$ cat src/rtl/debug_trace_buffer.sv
// Trace capture: events from NUM_CH channels go into a circular buffer, which freezes after a trigger plus a post count.
// Capture takes 1 cycle; drain is 1 entry/cycle with rd_* combinational from storage and held stable while rd_ready is low.
module debug_trace_buffer #(
    parameter int NUM_CH = 4,
    parameter int DATA_W = 32,
    parameter int TAG_W  = 3,
    parameter int DEPTH  = 16,
    parameter int TS_W   = 16,
    localparam int CNT_W = $clog2(DEPTH) + 1,
    localparam int CH_W  = (NUM_CH > 1) ? $clog2(NUM_CH) : 1
) (
    input  logic                     clk,
    input  logic                     reset_n,
    input  logic                     arm,
    input  logic                     clear,
    input  logic                     trig,
    input  logic [CNT_W-1:0]         post_cnt,
    input  logic [NUM_CH-1:0]        ch_valid,
    input  logic [NUM_CH*TAG_W-1:0]  ch_tag,
    input  logic [NUM_CH*DATA_W-1:0] ch_data,
    output logic                     rd_valid,
    input  logic                     rd_ready,
    output logic [TS_W-1:0]          rd_ts,
    output logic [CH_W-1:0]          rd_ch,
    output logic [TAG_W-1:0]         rd_tag,
    output logic [DATA_W-1:0]        rd_data,
    output logic [1:0]               state_o,
    output logic [CNT_W-1:0]         count_o,
    output logic                     wrapped_o,
    output logic [15:0]              drop_cnt
);
    localparam int PTR_W = (DEPTH > 1) ? $clog2(DEPTH) : 1;
    localparam int POP_W = $clog2(NUM_CH + 1);

    typedef enum logic [1:0] {
        S_IDLE   = 2'd0,
        S_ARMED  = 2'd1,
        S_POST   = 2'd2,
        S_FROZEN = 2'd3
    } state_t;

    typedef struct packed {
        logic [TS_W-1:0]   ts;
        logic [CH_W-1:0]   ch;
        logic [TAG_W-1:0]  tag;
        logic [DATA_W-1:0] data;
    } entry_t;

    entry_t             mem_q [DEPTH];
    state_t             state_q, state_d;
    logic [PTR_W-1:0]   wr_ptr_q, wr_ptr_d;
    logic [PTR_W-1:0]   rd_ptr_q, rd_ptr_d;
    logic [CNT_W-1:0]   count_q, count_d;
    logic [CNT_W-1:0]   post_rem_q, post_rem_d;
    logic               wrapped_q, wrapped_d;
    logic [15:0]        drop_q, drop_d;
    logic [TS_W-1:0]    ts_q, ts_d;

    logic               sel_vld;
    logic [CH_W-1:0]    sel_ch;
    logic [POP_W-1:0]   vld_cnt;
    logic [16:0]        drop_sum;
    logic               wr_en;
    logic               pop;
    entry_t             wr_ent;
    entry_t             rd_ent;

    // Lowest-index valid channel wins; every other valid channel that cycle is a drop.
    always_comb begin
        sel_vld = 1'b0;
        sel_ch  = '0;
        vld_cnt = '0;
        for (int i = NUM_CH - 1; i >= 0; i--) begin
            if (ch_valid[i]) begin
                sel_vld = 1'b1;
                sel_ch  = CH_W'(i);
            end
        end
        for (int i = 0; i < NUM_CH; i++) begin
            vld_cnt = vld_cnt + POP_W'(ch_valid[i]);
        end
    end

    assign drop_sum = {1'b0, drop_q} + 17'(vld_cnt) - 17'd1;
    assign wr_en    = reset_n && !clear && sel_vld &&
                      (state_q == S_ARMED || state_q == S_POST);
    assign pop      = rd_valid && rd_ready;

    always_comb begin
        wr_ent      = '0;
        wr_ent.ts   = ts_q;
        wr_ent.ch   = sel_ch;
        wr_ent.tag  = ch_tag[sel_ch * TAG_W +: TAG_W];
        wr_ent.data = ch_data[sel_ch * DATA_W +: DATA_W];
    end

    always_ff @(posedge clk) begin
        if (!reset_n) begin
            state_q <= S_IDLE;
        end else begin
            state_q <= state_d;
        end
    end

    always_comb begin
        state_d = state_q;
        if (clear) begin
            state_d = S_IDLE;
        end else begin
            case (state_q)
                S_IDLE:   if (arm) state_d = S_ARMED;
                S_ARMED:  if (trig) state_d = (post_cnt == '0) ? S_FROZEN : S_POST;
                S_POST:   if (wr_en && post_rem_q == CNT_W'(1)) state_d = S_FROZEN;
                S_FROZEN: if (count_q == '0) state_d = S_IDLE;
                default:  state_d = S_IDLE;
            endcase
        end
    end

    always_comb begin
        rd_valid  = (state_q == S_FROZEN) && (count_q != '0);
        rd_ent    = rd_valid ? mem_q[rd_ptr_q] : '0;
        rd_ts     = rd_ent.ts;
        rd_ch     = rd_ent.ch;
        rd_tag    = rd_ent.tag;
        rd_data   = rd_ent.data;
        state_o   = state_q;
        count_o   = count_q;
        wrapped_o = wrapped_q;
        drop_cnt  = drop_q;
    end

    always_comb begin
        ts_d       = ts_q + TS_W'(1);
        wr_ptr_d   = wr_ptr_q;
        rd_ptr_d   = rd_ptr_q;
        count_d    = count_q;
        post_rem_d = post_rem_q;
        wrapped_d  = wrapped_q;
        drop_d     = drop_q;
        if (clear) begin
            count_d = '0;
        end else begin
            if (state_q == S_IDLE && arm) begin
                wr_ptr_d  = '0;
                count_d   = '0;
                wrapped_d = 1'b0;
                drop_d    = '0;
            end
            if (wr_en) begin
                wr_ptr_d = wr_ptr_q + PTR_W'(1);
                if (count_q < CNT_W'(DEPTH)) begin
                    count_d = count_q + CNT_W'(1);
                end else begin
                    wrapped_d = 1'b1;
                end
                if (vld_cnt > POP_W'(1)) begin
                    drop_d = drop_sum[16] ? 16'hFFFF : drop_sum[15:0];
                end
            end
            if (state_q == S_ARMED && trig && post_cnt != '0) begin
                post_rem_d = (post_cnt > CNT_W'(DEPTH)) ? CNT_W'(DEPTH) : post_cnt;
            end else if (state_q == S_POST && wr_en) begin
                post_rem_d = post_rem_q - CNT_W'(1);
            end
            // A full buffer gives count mod DEPTH == 0, so the oldest entry sits at wr_ptr.
            if (state_q != S_FROZEN && state_d == S_FROZEN) begin
                rd_ptr_d = wr_ptr_d - count_d[PTR_W-1:0];
            end
            if (pop) begin
                rd_ptr_d = rd_ptr_q + PTR_W'(1);
                count_d  = count_q - CNT_W'(1);
            end
        end
    end

    always_ff @(posedge clk) begin
        if (!reset_n) begin
            wr_ptr_q   <= '0;
            rd_ptr_q   <= '0;
            count_q    <= '0;
            post_rem_q <= '0;
            wrapped_q  <= 1'b0;
            drop_q     <= '0;
            ts_q       <= '0;
        end else begin
            wr_ptr_q   <= wr_ptr_d;
            rd_ptr_q   <= rd_ptr_d;
            count_q    <= count_d;
            post_rem_q <= post_rem_d;
            wrapped_q  <= wrapped_d;
            drop_q     <= drop_d;
            ts_q       <= ts_d;
        end
    end

    always_ff @(posedge clk) begin
        if (wr_en) begin
            mem_q[wr_ptr_q] <= wr_ent;
        end
    end

endmodule

$ cat config.mk
export PLATFORM = sky130hd
export DESIGN_NAME = debug_trace_buffer
export DESIGN_NICKNAME = d
export VERILOG_FILES = /design/src/rtl/debug_trace_buffer.sv
export SDC_FILE = /design/constraint.sdc
export NUM_CORES = 1
export LEC_CHECK = 0
export ABC_AREA = 1
export CAP_MARGIN = 40
export CORE_MARGIN = 1
export CORE_UTILIZATION = 30
export DETAILED_ROUTE_END_ITERATION = 12
export PLACE_DENSITY = 0.42
export SYNTH_ARGS = -nofsm -noshare
export SYNTH_HDL_FRONTEND = slang
export SYNTH_SLANG_ARGS = --single-unit
$ cat constraint.sdc
create_clock -name clk -period 6.2 [get_ports clk]
set_input_delay 0.62 -clock clk [delete_from_list [all_inputs] [get_ports clk]]
set_output_delay 0.62 -clock clk [all_outputs]
set_load 0.02 [all_outputs]
# After elaboration in Yosys (flattened, before gate mapping)
# Memory sizes are Yosys's and may differ from the RTL's. A register that Yosys moved wholly into a read port is not among the register bits.
# Index checks and enable logic that the tools add are counted.
# word_totals
mem_count	1
regBits	53
word_cells	98
ram_bits	848
in_bits	155
output_inout_bits	78
# op_classes
reduce_logical	23
n_bitwise	2
shift	2
magnitude_cmp	3
mux	40
n_eq_ne	6
mul	1
addsub	12
# memory_table
name	depth	word_bits	rd	rd_clocked_by_memory_dff	write_ports	line	source
mem_q	16	53	1	1	1	49	entry_t mem_q [DEPTH];
# op_table
operator	n
128-bit by 8-bit indexed part select with 32-bit output	1
16-bit two-way mux	4
53-bit two-way mux	1
5-bit two-way mux	8
4-bit two-way mux	7
2-bit two-way mux	9
16-bit by 3-bit adder with 17-bit output	1
17-bit by 1-bit subtractor with 17-bit output, second input constant	1
16-bit by 1-bit adder with 16-bit output, second input constant	1
12-bit by 5-bit indexed part select with 3-bit output	1
1-bit logical AND	11
5-bit logical NOT	2
1-bit two-way mux	10
5-bit nonzero test	2
5-bit by 1-bit subtractor with 5-bit output, second input constant	2
4-bit by 1-bit adder with 4-bit output, second input constant	2
2-bit one-hot mux with 4 select lines	1
2-bit equality test, second input constant	3
5-bit by 1-bit adder with 5-bit output, second input constant	1
5-bit by 1-bit equality test with 1-bit output, second input constant	1
5-bit > comparator, second input constant	1
5-bit less-than comparator, second input constant	1
2-bit by 2-bit multiplier with 4-bit output, second input constant	1
2-bit AND reduction	2
13 further kinds	15

# Depth between registers and ports, before layout
# depth
word_depth	16
depth_mapped	21
depth_no_buf	21

# Least setup slack after synthesis
# Ideal clock, no wire load.
# synth_path
kind	flip-flop to flip-flop
start	register state_q[0] (netlist: state_o[0])
end	memory mem_q[15][0] in the netlist's numbering, enable pin
stages_incl_launch_ff	8
t_arrival_ns	3.648
synth_period_minus_slack_ns	4.112
slack_ns	2.088
path_cell_list	dfxtp_1 -> inv_1 -> ha_1 -> nand3_2 -> a21oi_2 -> buf_4 -> nand3_1 -> nor2_1
# synth_via
elab_chain_len	5
elab_cells_between_ends	6
# synth_rtl
item	line	source
start: declaration	50	state_t state_q, state_d;
start signal: assignment	101	state_q <= state_d;
2-bit by 1-bit equality test with 1-bit output / 2-bit equality test (equally long branches)	86	(state_q == S_ARMED || state_q == S_POST);
1-bit logical OR *	86	
1-bit logical AND *	85	assign wr_en = reset_n && !clear && sel_vld &&
1-bit two-way mux *	198	if (wr_en) begin
1-bit two-way mux (implied by the code) *	199	mem_q[wr_ptr_q] <= wr_ent;
end: declaration	49	
# Mark *: on every way between the ends. The rest lies on a longest branch, timed or not.

==> results.md <==
- Area Overhead vs Synth: 20.2%
- Minimum clock period: a little under 5000 ps
- Starting density of the core: a little under a third
- Non-filler cells, final: 5056
- Routed WL: 118000 um
- Largest net degree at the start of global routing: 233
- Average cell area after synthesis: about 12 um^2
- Final GP Congestion: about 0.79
- Wire per inst: ~23 um
- Leakage: roughly 15 nW
- Worst vdd ir: 0.209 mV
- DP HPWL: 62600 um
- Share of cells above drive strength 1: under 10%
- CTS resizes: 0
- CP max FO: roughly 180
- Main synth FF type: edfxtp_1
- GRT Overall Usage: 18.0%
- Cell taking the most area after synthesis: edfxtp_1
- Part of the power in the clock network: 43.4%
- Max_slew headroom: 20.6%
- Fmax: ~210 MHz
- Die X: 358 um
- CTS clk-pin slew, worst paths: about 60 ps
- Synth Net Count: 3308
- Clock Root Buffer: clkbuf_16
- Global-route wire length before repair: roughly 170000 um
- Post-synth EDFFs: about 850
- 1st-pass router iterations: 5
- Setup crit end kind: output port
- Vias/cell: between 5 and 6
- H-Tree Depth: 3
- Starting DRT DRC Count: 2014
- Comb power frac: roughly 4.8%
- P per Cell Area: around 290 nW/um^2
- Sw frac: 21.3%
- Most frequent cells after synthesis: edfxtp_1, nor2_1, o21ai_0
- Data required, critical path: 5580 ps
- Io pins: between 200 and 250
- Cell variety after synth: 47
- Via count: 25900
- Maximum clock path buffer count: 3
- Vias in the first global route: between 20000 and 30000
- Synth Instances: 3110
- Setup Viol. Count Final: 0
- Mapped cell area: between 30000 and 40000 um^2
- Die area: 128000 um^2
- Synth area leaders: edfxtp_1, o21ai_0, nor2_1, o221ai_1, dfxtp_1
- Clock Latency Late Sink: around 660 ps
- Sw Pwr: approximately 0.0028 W
- Post-synth ARST share: 0%
- DRC Markers: 0
- Final Max Tran Viols: 0
- RSZ-0062 raised after global routing: no
- Net count, final: approximately 3500
- FP Rows: between 100 and 150
- Synthesized flop and latch total: around 910
- Post-CTS setup buffers: 0
- Most common cell in the netlist: edfxtp_1
- Slew @ Worst Pin: about 1200 ps
- Clock Skews: ~15 ps
- CTS Hold Buffers Added: 0
- Antenna Nets Post-Route: 0
- Final Hold Viols: 0
- TritonCTS clock tree: built
- Number of max-cap violations: 0
- Ys Warns: 0
- Grt ovf: 0
- Hold Crit Class: flop to flop
- Sequential share of power: about half
- Die Height: ~360 um
- Sink Count: ~900
- Diode count: 0
- Status: completed
- Placed cell count: 4871
- Antenna violations before repair: 2
- Setup CP Type: flop to output port
- Final critical-path share of the clock period: 78.4%
- Core ar.: between 100000 and 150000 um^2
- Final core occ: approximately 36%
- Critical Path AT: roughly 4200 ps
- Int Pwr: between 0.01 and 0.015 W
- Seq/Total Area, Yosys: between 70% and 80%
- I/O Buffers: between 200 and 250
- Share of the synthesized area in the top cell type: about two thirds
- Setup tns final: 0 ps
- Startpoint types: flop
- CTS Buf Count: ~100
[state kept, by name, summed over array words and instances (netlist names), named ones only]
signal,flops
post_rem_q,5
wr_ptr_q,4
ts_q,16
mem_q,848
count_o,5
state_o,2
rd_ptr_q,4
wrapped_o,1
drop_cnt,16
[per-stage QoR]
stage | total power (W) | worst slack, ps | area, um^2 | hold WS, ps
2_1_floorplan | 0.00721 | 2090 | 38000 | 466
3_3_place_gp | 0.00749 | 1820 | 42200 | 482
3_5_place_dp | 0.00752 | 1870 | 42500 | 472
4_1_cts | 0.0132 | 1310 | 45600 | 485
5_1_grt | 0.0135 | 1150 | 45600 | 533
6_report | 0.0130 | 1340 | 45600 | 492
[power groups by stage]
| stage | registers (W) | clock network [W] | logic (W) |
|---|---|---|---|
| final | 0.00676 | 0.00566 | 0.000624 |
| after global routing | 0.00676 | 0.00603 | 0.000691 |
| after CTS | 0.00676 | 0.00580 | 0.000630 |
| after detailed placement | 0.00689 | 0 | 0.000627 |
| after global placement | 0.00689 | 0 | 0.000592 |
| after floorplan | 0.00689 | 0 | 0.000323 |
[worst max-delay path: stages (launching register included)]
cell	delay [ps]
dfxtp_4	460
clkinv_8	520
buf_4	750
o21ai_0	200
o221ai_1	230
nand3_1	120
a21oi_1	420
clkdlybuf4s50_1	690
[worst paths after layout]
check	startpoint	endpoint	slack (ps)	cells past startpoint
worst max-delay path	flop	rd_data[8]	1340	7
worst min-delay path	wrapped_o	wrapped_o	490	2
worst max register to register	state_o[1]	mem_q[2][18]	2640	7
worst min register to register	wrapped_o	wrapped_o	490	2
[final cells by class]
class                           count  area [um^2]
Clock buffer                      139         2820
Clock inverter                     46          288
Fill cell                       12100        80000
Inverter                          106          415
Multi-Input combinational cell   1886        10100
Sequential cell                   905        26600
Tap cell                         1650         2060
Timing Repair Buffer              324         3280
[logic make-up after synthesis]
| group | Yosys count | synth area share [%] |
|---|---|---|
| AOI/OAI and AO/OA | 967 | 15.1 |
| xor gates and xnor gates | 19 | 0.438 |
| adders and majority gates | 43 | 1.48 |
| buffers and inverters | 319 | 3.57 |
| DFF | 905 | 70.1 |
| muxes | 1 | 0.0264 |
| and+or+nand+nor | 856 | 9.34 |
[layer usage]
layer / up-vias / routed length, um / GRT usage (%)
met1: 13100 / 52400 / 24.1
met2: 661 / 57600 / 31.0
li1: 12100 / - / -
met5: - / 0 / 0
met3: 125 / 5650 / 2.37
met4: 0 / 1840 / 4.28
[layout by cell type (no fill, tap or decap), types with 18 or more instances in the layout]
cell type / netlist / final
clkbuf_16: 0 / 105
nand3_1: 103 / 103
inv_1: 96 / 96
nand2_1: 155 / 154
o211ai_1: 57 / 57
dfxtp_1: 57 / 53
o22ai_1: 94 / 94
buf_4: 13 / 73
a21oi_1: 111 / 111
nor2_4: 2 / 18
o221ai_1: 157 / 157
ha_1: 40 / 40
o21ai_0: 531 / 531
clkbuf_1: 138 / 28
clkinv_1: 1 / 25
edfxtp_1: 848 / 848
nor2_1: 550 / 534
clkdlybuf4s50_1: 0 / 232
No activity file was read; power rests on OpenSTA's default activity.
